<file path="src/rtl/dmsp_pkg.sv">
// Shared constants for the DMSP datapath stages.
package dmsp_pkg;

  localparam int unsigned DMSP_W         = 20;
  localparam int unsigned DMSP_LOG2N_MAX = 8;
  localparam int unsigned DMSP_ACC_W     = DMSP_W + DMSP_LOG2N_MAX;

endpackage

</file>
<file path="src/rtl/cplx_mag_approx.sv">
// Registered alpha-max-beta-min magnitude estimate of a complex sample.
module cplx_mag_approx
  import dmsp_pkg::*;
#(
  parameter int unsigned W = DMSP_W
) (
  input  logic         clk_i,
  input  logic         rst_i,
  input  logic         valid_i,
  input  logic         flush_i,
  input  logic [W-1:0] re_i,
  input  logic [W-1:0] im_i,
  output logic         valid_o,
  output logic [W-1:0] re_o,
  output logic [W-1:0] im_o,
  output logic [W-1:0] mag_o
);

  logic [W-1:0] abs_re, abs_im, max_ab, min_ab, mag_d;
  logic [W-1:0] re_q, im_q, mag_q;
  logic         valid_q;
  logic         load;

  always_comb begin
    // |-2^(W-1)| = 2^(W-1) still fits as W-bit unsigned.
    abs_re = re_i[W-1] ? (~re_i + W'(1)) : re_i;
    abs_im = im_i[W-1] ? (~im_i + W'(1)) : im_i;
    max_ab = (abs_re >= abs_im) ? abs_re : abs_im;
    min_ab = (abs_re >= abs_im) ? abs_im : abs_re;
    mag_d  = max_ab + (min_ab >> 1);
    load   = valid_i && !flush_i;
  end

  always_ff @(posedge clk_i or posedge rst_i) begin
    if (rst_i) begin
      valid_q <= 1'b0;
      re_q    <= '0;
      im_q    <= '0;
      mag_q   <= '0;
    end else begin
      valid_q <= load;
      if (load) begin
        re_q  <= re_i;
        im_q  <= im_i;
        mag_q <= mag_d;
      end
    end
  end

  assign valid_o = valid_q;
  assign re_o    = re_q;
  assign im_o    = im_q;
  assign mag_o   = mag_q;

endmodule

</file>
<file path="src/rtl/cplx_int_dump.sv">
// Coherent complex integrate-and-dump: averages 2^len complex samples, then
// emits the average and its magnitude estimate.
module cplx_int_dump
  import dmsp_pkg::*;
#(
  parameter int unsigned W         = DMSP_W,
  parameter int unsigned LOG2N_MAX = DMSP_LOG2N_MAX
) (
  input  logic         clk,
  input  logic         reset,
  input  logic         in_valid,
  input  logic [W-1:0] in_i,
  input  logic [W-1:0] in_q,
  input  logic [3:0]   len_log2,
  input  logic         sync_clr,
  output logic         out_valid,
  output logic [W-1:0] out_i,
  output logic [W-1:0] out_q,
  output logic [W-1:0] out_mag
);

  localparam int unsigned AccW = W + LOG2N_MAX;
  localparam int unsigned CntW = LOG2N_MAX;

  logic signed [AccW-1:0] acc_i_q, acc_i_d, acc_q_q, acc_q_d;
  logic signed [AccW-1:0] sum_i, sum_q, shr_i, shr_q;
  logic [CntW-1:0]        cnt_q, cnt_d;
  logic [3:0]             len_q, len_d, len_clamp, len_eff;
  logic [CntW:0]          last_cnt;
  logic                   dump;
  logic                   s1_valid_q, s1_valid_d;
  logic [W-1:0]           s1_i_q, s1_i_d, s1_q_q, s1_q_d;

  always_comb begin
    len_clamp = (len_log2 > 4'(LOG2N_MAX)) ? 4'(LOG2N_MAX) : len_log2;
    // A new window picks up the live length; an open window keeps its own.
    len_eff   = (cnt_q == '0) ? len_clamp : len_q;
    last_cnt  = ((CntW+1)'(1) << len_eff) - (CntW+1)'(1);
    dump      = in_valid && ({1'b0, cnt_q} == last_cnt);
    sum_i     = acc_i_q + {{LOG2N_MAX{in_i[W-1]}}, in_i};
    sum_q     = acc_q_q + {{LOG2N_MAX{in_q[W-1]}}, in_q};
    shr_i     = sum_i >>> len_eff;
    shr_q     = sum_q >>> len_eff;

    acc_i_d    = acc_i_q;
    acc_q_d    = acc_q_q;
    cnt_d      = cnt_q;
    len_d      = len_q;
    s1_valid_d = 1'b0;
    s1_i_d     = s1_i_q;
    s1_q_d     = s1_q_q;

    if (sync_clr) begin
      acc_i_d = '0;
      acc_q_d = '0;
      cnt_d   = '0;
    end else if (in_valid) begin
      if (cnt_q == '0) begin
        len_d = len_clamp;
      end
      if (dump) begin
        acc_i_d    = '0;
        acc_q_d    = '0;
        cnt_d      = '0;
        s1_i_d     = shr_i[W-1:0];
        s1_q_d     = shr_q[W-1:0];
        s1_valid_d = 1'b1;
      end else begin
        acc_i_d = sum_i;
        acc_q_d = sum_q;
        cnt_d   = cnt_q + CntW'(1);
      end
    end
  end

  always_ff @(posedge clk or posedge reset) begin
    if (reset) begin
      acc_i_q    <= '0;
      acc_q_q    <= '0;
      cnt_q      <= '0;
      len_q      <= '0;
      s1_valid_q <= 1'b0;
      s1_i_q     <= '0;
      s1_q_q     <= '0;
    end else begin
      acc_i_q    <= acc_i_d;
      acc_q_q    <= acc_q_d;
      cnt_q      <= cnt_d;
      len_q      <= len_d;
      s1_valid_q <= s1_valid_d;
      s1_i_q     <= s1_i_d;
      s1_q_q     <= s1_q_d;
    end
  end

  // sync_clr also flushes a result already sitting in stage 1.
  cplx_mag_approx #(
    .W (W)
  ) u_mag (
    .clk_i   (clk),
    .rst_i   (reset),
    .valid_i (s1_valid_q),
    .flush_i (sync_clr),
    .re_i    (s1_i_q),
    .im_i    (s1_q_q),
    .valid_o (out_valid),
    .re_o    (out_i),
    .im_o    (out_q),
    .mag_o   (out_mag)
  );

endmodule

</file>
<file path="config.mk">
export PLATFORM = sky130hd
export DESIGN_NAME = cplx_int_dump
export DESIGN_NICKNAME = d
export VERILOG_FILES = /design/src/rtl/dmsp_pkg.sv /design/src/rtl/cplx_mag_approx.sv /design/src/rtl/cplx_int_dump.sv
export SDC_FILE = /design/constraint.sdc
export NUM_CORES = 1
export LEC_CHECK = 0
export ABC_AREA = 0
export CORE_ASPECT_RATIO = 1.25
export CORE_UTILIZATION = 56
export CTS_BUF_LIST = sky130_fd_sc_hd__clkbuf_2
export CTS_CLUSTER_SIZE = 40
export DETAILED_ROUTE_END_ITERATION = 10
export GPL_TIMING_DRIVEN = 1
export PLACE_DENSITY = 0.91
export RECOVER_POWER = 25
export SLEW_MARGIN = 25
export SYNTH_ARGS = -nofsm -noshare
export SYNTH_HDL_FRONTEND = slang
export SYNTH_HIERARCHICAL = 1
export SYNTH_SLANG_ARGS = --single-unit
</file>
<file path="constraint.sdc">
create_clock -name clk -period 5.42 [get_ports clk]
set_input_delay 1.084 -clock clk [delete_from_list [all_inputs] [get_ports clk]]
set_output_delay 1.084 -clock clk [all_outputs]
set_load 0.01 [all_outputs]
</file>
Word level (Yosys, flattened, before mapping). Index checks and enable logic that the tools add are counted.

Add/subtract/negate cells: 7. Order comparisons: 2. Equal/unequal tests: 1. Shift operators: 3. Muxes and demuxes: 18. Bitwise gates (word level): 3. Reduce and logical (&&, ||, !) cells: 7.

Operators with widths (number): $mux 28 (6); $mux 20 (4); $add 28x28->28 (2); $sshr 28x4->20 (2); $add 20x1->20 const B (2); $not 20->20 (2); $mux 8 (3); $add 20x19->20 (1); $ge 20x20->1 (1); $eq 8x9->1 (1); $shl 1x4->9 const A (1); $sub 9x2->9 const B (1); $add 8x1->8 const B (1); $logic_not 8->1 (1); $mux 4 (2); $gt 4x4->1 const B (1); $mux 1 (3); $reduce_and 3->1 (1); $logic_and 1x1->1 (2); $reduce_and 2->1 (1); $reduce_bool 2->1 (1); $logic_not 1->1 (1); $not 1->1 (1).

Register bits after elaboration: 170. Input bits: 48. Logic and storage cells: 52.

Depth between registers and ports, before layout.
Depth in word-level cells: 10. Depth in mapped cells: 26. Gate-level depth less buffers: 25.

Modules after synthesis. The synthesis kept the hierarchy.

Modules (own cells, without submodules): cplx_int_dump (instances 1, cells each 1348, area each 10575.1 µm²); cplx_mag_approx (instances 1, cells each 585, area each 4810.9 µm²).

Least setup slack after synthesis. OpenSTA, ideal clock, no wires.

Path type: reg-to-reg. Start point: register s1_i_q[5]. End point: register u_mag.mag_q[16] (netlist: u_mag/mag_o[16]). Library setup time: 134 ps. Arrival time: 5659 ps. Data required time: 5286 ps. Setup slack: -373 ps. Cell stages (with the launch flop): 25. Period minus slack after synthesis: 5793 ps. Cell sequence: dfrtp_1 -> or4_1 -> nor3_1 -> nand2b_1 -> nand2b_1 -> o41ai_1 -> xor2_1 -> inv_1 -> ha_1 -> nand2_1 -> o21bai_1 -> or4_1 -> o21bai_1 -> nand2_1 -> buf_2 -> o21ai_0 -> ha_1 -> fa_1 -> a21o_1 -> a221o_1 -> nor2_1 -> o311ai_0 -> o31ai_1 -> xor2_1 -> o21ai_0.

Longest elaborated chain between the ends: 6.

RTL lines: from (decl) (line cplx_int_dump.sv:32) `logic [W-1:0] s1_i_q, s1_i_d, s1_q_q, s1_q_d;`; from (signal assigned) (line cplx_int_dump.sv:91) `s1_i_q <= s1_i_d;`; $not 20->20 (line cplx_mag_approx.sv:26) `abs_re = re_i[W-1] ? (~re_i + W'(1)) : re_i;`; $add 20x1->20 (line cplx_mag_approx.sv:26); $mux 20 (*) (line cplx_mag_approx.sv:26); $ge 20x20->1 (line cplx_mag_approx.sv:28, cplx_mag_approx.sv:29); $mux 20, on equally long branches (line cplx_mag_approx.sv:28, cplx_mag_approx.sv:29); $add 20x19->20 (*) (line cplx_mag_approx.sv:30) `mag_d = max_ab + (min_ab >> 1);`; to (signal assigned) (line cplx_mag_approx.sv:45) `mag_q <= mag_d;`; to (decl) (line cplx_mag_approx.sv:20) `logic [W-1:0] re_q, im_q, mag_q;`.

Mark *: on every way between the ends. The rest lies on a longest branch, timed or not. A chain may end at the register's enable or synchronous reset.

Worst setup path after layout.
Start point: register s1_q_q[5]. End point: register u_mag.mag_q[12] (netlist: u_mag/mag_o[12]).

Longest elaborated chain between the ends: 6.

RTL lines: from (decl) (line cplx_int_dump.sv:32); from (signal assigned) (line cplx_int_dump.sv:92) `s1_q_q <= s1_q_d;`; $not 20->20 (line cplx_mag_approx.sv:27) `abs_im = im_i[W-1] ? (~im_i + W'(1)) : im_i;`; $add 20x1->20 (line cplx_mag_approx.sv:27); $mux 20 (*) (line cplx_mag_approx.sv:27); $ge 20x20->1 (line cplx_mag_approx.sv:28, cplx_mag_approx.sv:29); $mux 20, on equally long branches (line cplx_mag_approx.sv:28, cplx_mag_approx.sv:29); $add 20x19->20 (*) (line cplx_mag_approx.sv:30).

Marked as above.

==> flow_summary.rst <==
.. list-table::
   :header-rows: 1

   * - Metric
     - Value
   * - Area of the placeable core
     - 26900 µm²
   * - Area occupied by multi-input gates
     - 10900 µm²
   * - Leakage power
     - 8.17 nW
   * - Number of DRC violations after detailed-routing iteration 0
     - 1546
   * - Avg Vias per Cell
     - 6.69
   * - CTS Buffer Depth
     - 2
   * - Post-DP Area
     - 17700 µm²
   * - Layout cells sized above 1
     - 13.7%
   * - Total number of nets in the final design
     - 2254
   * - Count of flip-flops with a built-in enable after synthesis
     - 0
   * - Average cell area after synthesis
     - 7.96 µm²
   * - Die width
     - 150 µm
   * - Post-Route WL
     - 51600 µm
   * - Violations in the final reports
     - capacitance limit, slew limit, setup timing
   * - Max frequency
     - 0.177 GHz
   * - Final design utilization
     - 68.2%
   * - Overflow after GRT
     - 0
   * - Commonest cells after routing, fill and taps aside
     - sky130_fd_sc_hd__nand2_1 (308), sky130_fd_sc_hd__dfrtp_1 (170), sky130_fd_sc_hd__o21ai_0 (146), sky130_fd_sc_hd__buf_4 (146), sky130_fd_sc_hd__a21oi_1 (120)
   * - Sequential cell area
     - 4250 µm²
   * - CTS root buf
     - sky130_fd_sc_hd__clkbuf_2
   * - Worst slew margin relative to its limit
     - -70.8%
   * - Max Clock Skew
     - 0.0610 ns
   * - DR pass1 iterations
     - 6
   * - Worst setup margin
     - -0.239 ns
   * - Global router's overall resource usage
     - 37.1%
   * - Area added between synthesis and finish
     - 19.3%
   * - Status
     - complete, but fails checks
   * - Final clock period utilization by the worst path
     - 104%
   * - Most frequent standard cell in the layout excluding fill and tap cells
     - sky130_fd_sc_hd__nand2_1
   * - CP max-delay cell
     - sky130_fd_sc_hd__or4_4
   * - Register area share after synthesis
     - 27.6%
   * - Pin count of the biggest net entering global routing
     - 57
   * - Post-synthesis instance area
     - 15400 µm²
   * - Weighted congestion reported at the end of routability-driven placement
     - 1.01
   * - Endpoint kind of the worst setup timing path
     - flop
   * - Min Tclk post-route
     - 5.66 ns
   * - Transition time at the pin with the least slew margin
     - 2.55 ns
   * - Startpoint kind of the worst setup timing path
     - flop
   * - Final hold violation count
     - 0
   * - # Max-Cap Violations
     - 3
   * - Number of instances in the synthesized netlist
     - 1933
   * - DP Wirelength
     - 39200 µm
   * - Largest stage delay, worst path
     - 0.55 ns
   * - IR Drop Worst-Case VDD
     - 0.156 mV
   * - RSZ-0062 raised after global routing
     - true
   * - Seq cells post-synth
     - 170
   * - FFs w/ async S/R, synth
     - 100%
   * - Ordered cell list for the critical path
     - or4_4 -> or3_4 -> o31ai_4 -> xor2_1 -> ha_4 -> a21oi_2 -> o21bai_1 -> or4_1 -> o21bai_4 -> nand2_4 -> mux2i_1 -> ha_2 -> fa_2 -> a21o_1 -> a221o_1 -> nor2_4 -> o21ai_1 -> a31oi_1 -> nor4_1 -> a211o_1
   * - Final-report setup violation count
     - 11
   * - Number of levels the H-tree was split into
     - 4
   * - Std cell rows
     - 67
   * - First-pass GRT wire length
     - 82800 µm
   * - Yosys top cell by area
     - sky130_fd_sc_hd__dfrtp_1
   * - Hold Slack
     - 0.514 ns
   * - Total die area
     - 28100 µm²
   * - Top flip-flop cell by instance count after synthesis
     - sky130_fd_sc_hd__dfrtp_1
   * - Count of hold buffers inserted by post-cts repair
     - 0
   * - Clk pin slew, worst setup/hold paths
     - 0.26 ns
   * - Via count of the first global-routing pass
     - 15900
   * - Synthesized net count
     - 2082
   * - CTS Buf Count
     - 17
   * - Number of port buffers
     - 108
   * - Worst setup path category
     - reg2reg
   * - DRC violations left
     - 0
   * - Antenna violation net count after detailed routing
     - 0
   * - Vert. Die Dim
     - 187 µm
   * - I/O pin cnt
     - 109
   * - CTS sink count
     - 170
   * - Dominant cells by area after synthesis
     - sky130_fd_sc_hd__dfrtp_1 (28%), sky130_fd_sc_hd__ha_1 (8.0%), sky130_fd_sc_hd__nand2_1 (7.6%)
   * - Warnings, synthesis
     - 6
   * - Power per unit of standard cell area
     - 318 nW/µm²
   * - Initial antenna violation count
     - 1
   * - Number of fillers in the final layout
     - 2164
   * - Max-slew violations
     - 158
   * - Clock tree from TritonCTS
     - done
   * - Top-area cell type share of the netlist area
     - 27.6%
   * - Clock latency reported for the late side of the worst-skew pair
     - 0.85 ns
   * - Highest fanout seen on the critical path
     - 6
   * - Total number of vias
     - 16500
   * - Detailed-route wire length per cell
     - 20.9 µm
   * - CP required
     - 6.14 ns
   * - Path category of the worst min-delay check
     - reg2reg
   * - Post-route cell area
     - 18400 µm²
   * - Starting Density
     - 57.2%
   * - Post-place setup slack
     - -0.321 ns
   * - Arrival time reported for the critical path endpoint
     - 6.38 ns
   * - Number of unique standard cell types used by synthesis
     - 90
==> sequential cells by signal (all words and copies together) (netlist names) <==
name and cells:
s1_i_q 20, len_q 4, s1_q_q 20, u_mag/re_o 20, u_mag/valid_o 1, s1_valid_q 1, acc_q_q 28, u_mag/im_o 20
acc_i_q 28, cnt_q 8, u_mag/mag_o 20
==> worst max-delay path, delay by kind of cell, from the launching register on <==
kind / cells / cell delay, ns
adder cells (fa/ha/maj): 3 / 0.89
AO/OA/AOI/OAI: 9 / 1.87
XOR/XNOR: 1 / 0.31
flip-flops: 1 / 0.44
multiplexers: 1 / 0.13
AND/OR/NAND/NOR: 6 / 1.94
==> kinds of logic after synthesis <==
family | after synthesis | share of synthesized area [%]
adders and majority gates | 101 | 8.36
xor gates and xnor gates | 84 | 4.78
and+or+nand+nor | 670 | 20.4
buffers and inverters | 164 | 4.16
DFF | 170 | 27.6
AOI/OAI and AO/OA | 664 | 29.0
muxes | 80 | 5.63
==> worst paths after layout <==
| path | startpoint | endpoint | slack [ns] | cells past startpoint |
|---|---|---|---|---|
| setup / recovery | s1_q_q[5] | u_mag/mag_o[12] | -0.24 | 20 |
| hold / removal | u_mag/mag_o[3] | u_mag/mag_o[3] | 0.51 | 2 |
| setup reg to reg | s1_q_q[5] | u_mag/mag_o[12] | -0.24 | 20 |
| hold reg to reg | u_mag/mag_o[3] | u_mag/mag_o[3] | 0.51 | 2 |
| max in group asynchronous | reset | acc_q_q[15] | 1.67 | 3 |
| min in group asynchronous | reset | u_mag/im_o[2] | 0.77 | 2 |
==> cell type report <==
class                   count  area share [%]
clock buffers              17           0.463
diodes                      1          0.0136
well taps                 345            2.35
clock inverters            14           0.934
inverters                  53            1.09
repair buffers            264            12.7
multi-input cells        1599            59.3
flip-flops and latches    170            23.2
==> repair_timing <==
| item | CTS | global route |
|---|---|---|
| buffers inserted | 10 | 4 |
| pin swaps | 22 | 30 |
| setup endpoints to repair | 13 | 15 |
| gates resized for setup | 26 | 36 |
| gates cloned | 0 | 0 |
==> synthesized netlist by cell type (8+ instances only) <==
library cell / number
sky130_fd_sc_hd__xnor2_1: 32
sky130_fd_sc_hd__ha_1: 98
sky130_fd_sc_hd__a22oi_1: 12
sky130_fd_sc_hd__nor3_1: 53
sky130_fd_sc_hd__a21oi_1: 123
sky130_fd_sc_hd__a211oi_1: 37
sky130_fd_sc_hd__dfrtp_1: 170
sky130_fd_sc_hd__nor2b_1: 9
sky130_fd_sc_hd__nand3_1: 35
sky130_fd_sc_hd__nor2_1: 116
sky130_fd_sc_hd__o22ai_1: 8
sky130_fd_sc_hd__buf_2: 14
sky130_fd_sc_hd__a31oi_1: 20
sky130_fd_sc_hd__clkbuf_1: 91
sky130_fd_sc_hd__or4_1: 9
sky130_fd_sc_hd__a22o_1: 32
sky130_fd_sc_hd__and2_1: 9
sky130_fd_sc_hd__or2_2: 11
sky130_fd_sc_hd__a21boi_0: 11
sky130_fd_sc_hd__nand4_1: 26
sky130_fd_sc_hd__o21ai_1: 16
sky130_fd_sc_hd__o31ai_1: 29
sky130_fd_sc_hd__and3_1: 13
sky130_fd_sc_hd__or3_1: 12
sky130_fd_sc_hd__nand2b_1: 21
sky130_fd_sc_hd__nand2_1: 310
sky130_fd_sc_hd__a21o_1: 32
sky130_fd_sc_hd__nor4_1: 12
sky130_fd_sc_hd__o21ai_0: 157
sky130_fd_sc_hd__a211o_1: 8
sky130_fd_sc_hd__a221oi_1: 9
sky130_fd_sc_hd__mux2_2: 12
sky130_fd_sc_hd__o21bai_1: 11
sky130_fd_sc_hd__o21a_1: 22
sky130_fd_sc_hd__mux2i_1: 64
sky130_fd_sc_hd__inv_1: 52
sky130_fd_sc_hd__o41ai_1: 8
sky130_fd_sc_hd__xor2_1: 52
sky130_fd_sc_hd__o211ai_1: 34
==> power by group <==
part / switching, mW / internal, mW
logic: 2.10 / 1.48
clock network: 0.527 / 0.258
registers: 0.103 / 1.37
total: 2.73 / 3.11
==> metrics by stage <==
| step | total power, mW | TNS (ns) | instances |
|---|---|---|---|
| after global placement | 4.66 | -0.180 | 2416 |
| after floorplan | 3.67 | -0.0842 | 1933 |
| after CTS | 5.63 | -0.303 | 2459 |
| after global routing | 6.17 | -4.03 | 2463 |
| after detailed placement | 4.74 | -2.54 | 2418 |
| final | 5.84 | -1.23 | 2463 |
==> per-layer routing <==
layer  GRT usage [%]  part of all wire (%)
met1            44.9                    39
met2            62.3                    48
met3            5.66                   7.2
met4            20.4                   6.0
met5               0                     0
Power figures use the tool's default switching activity.
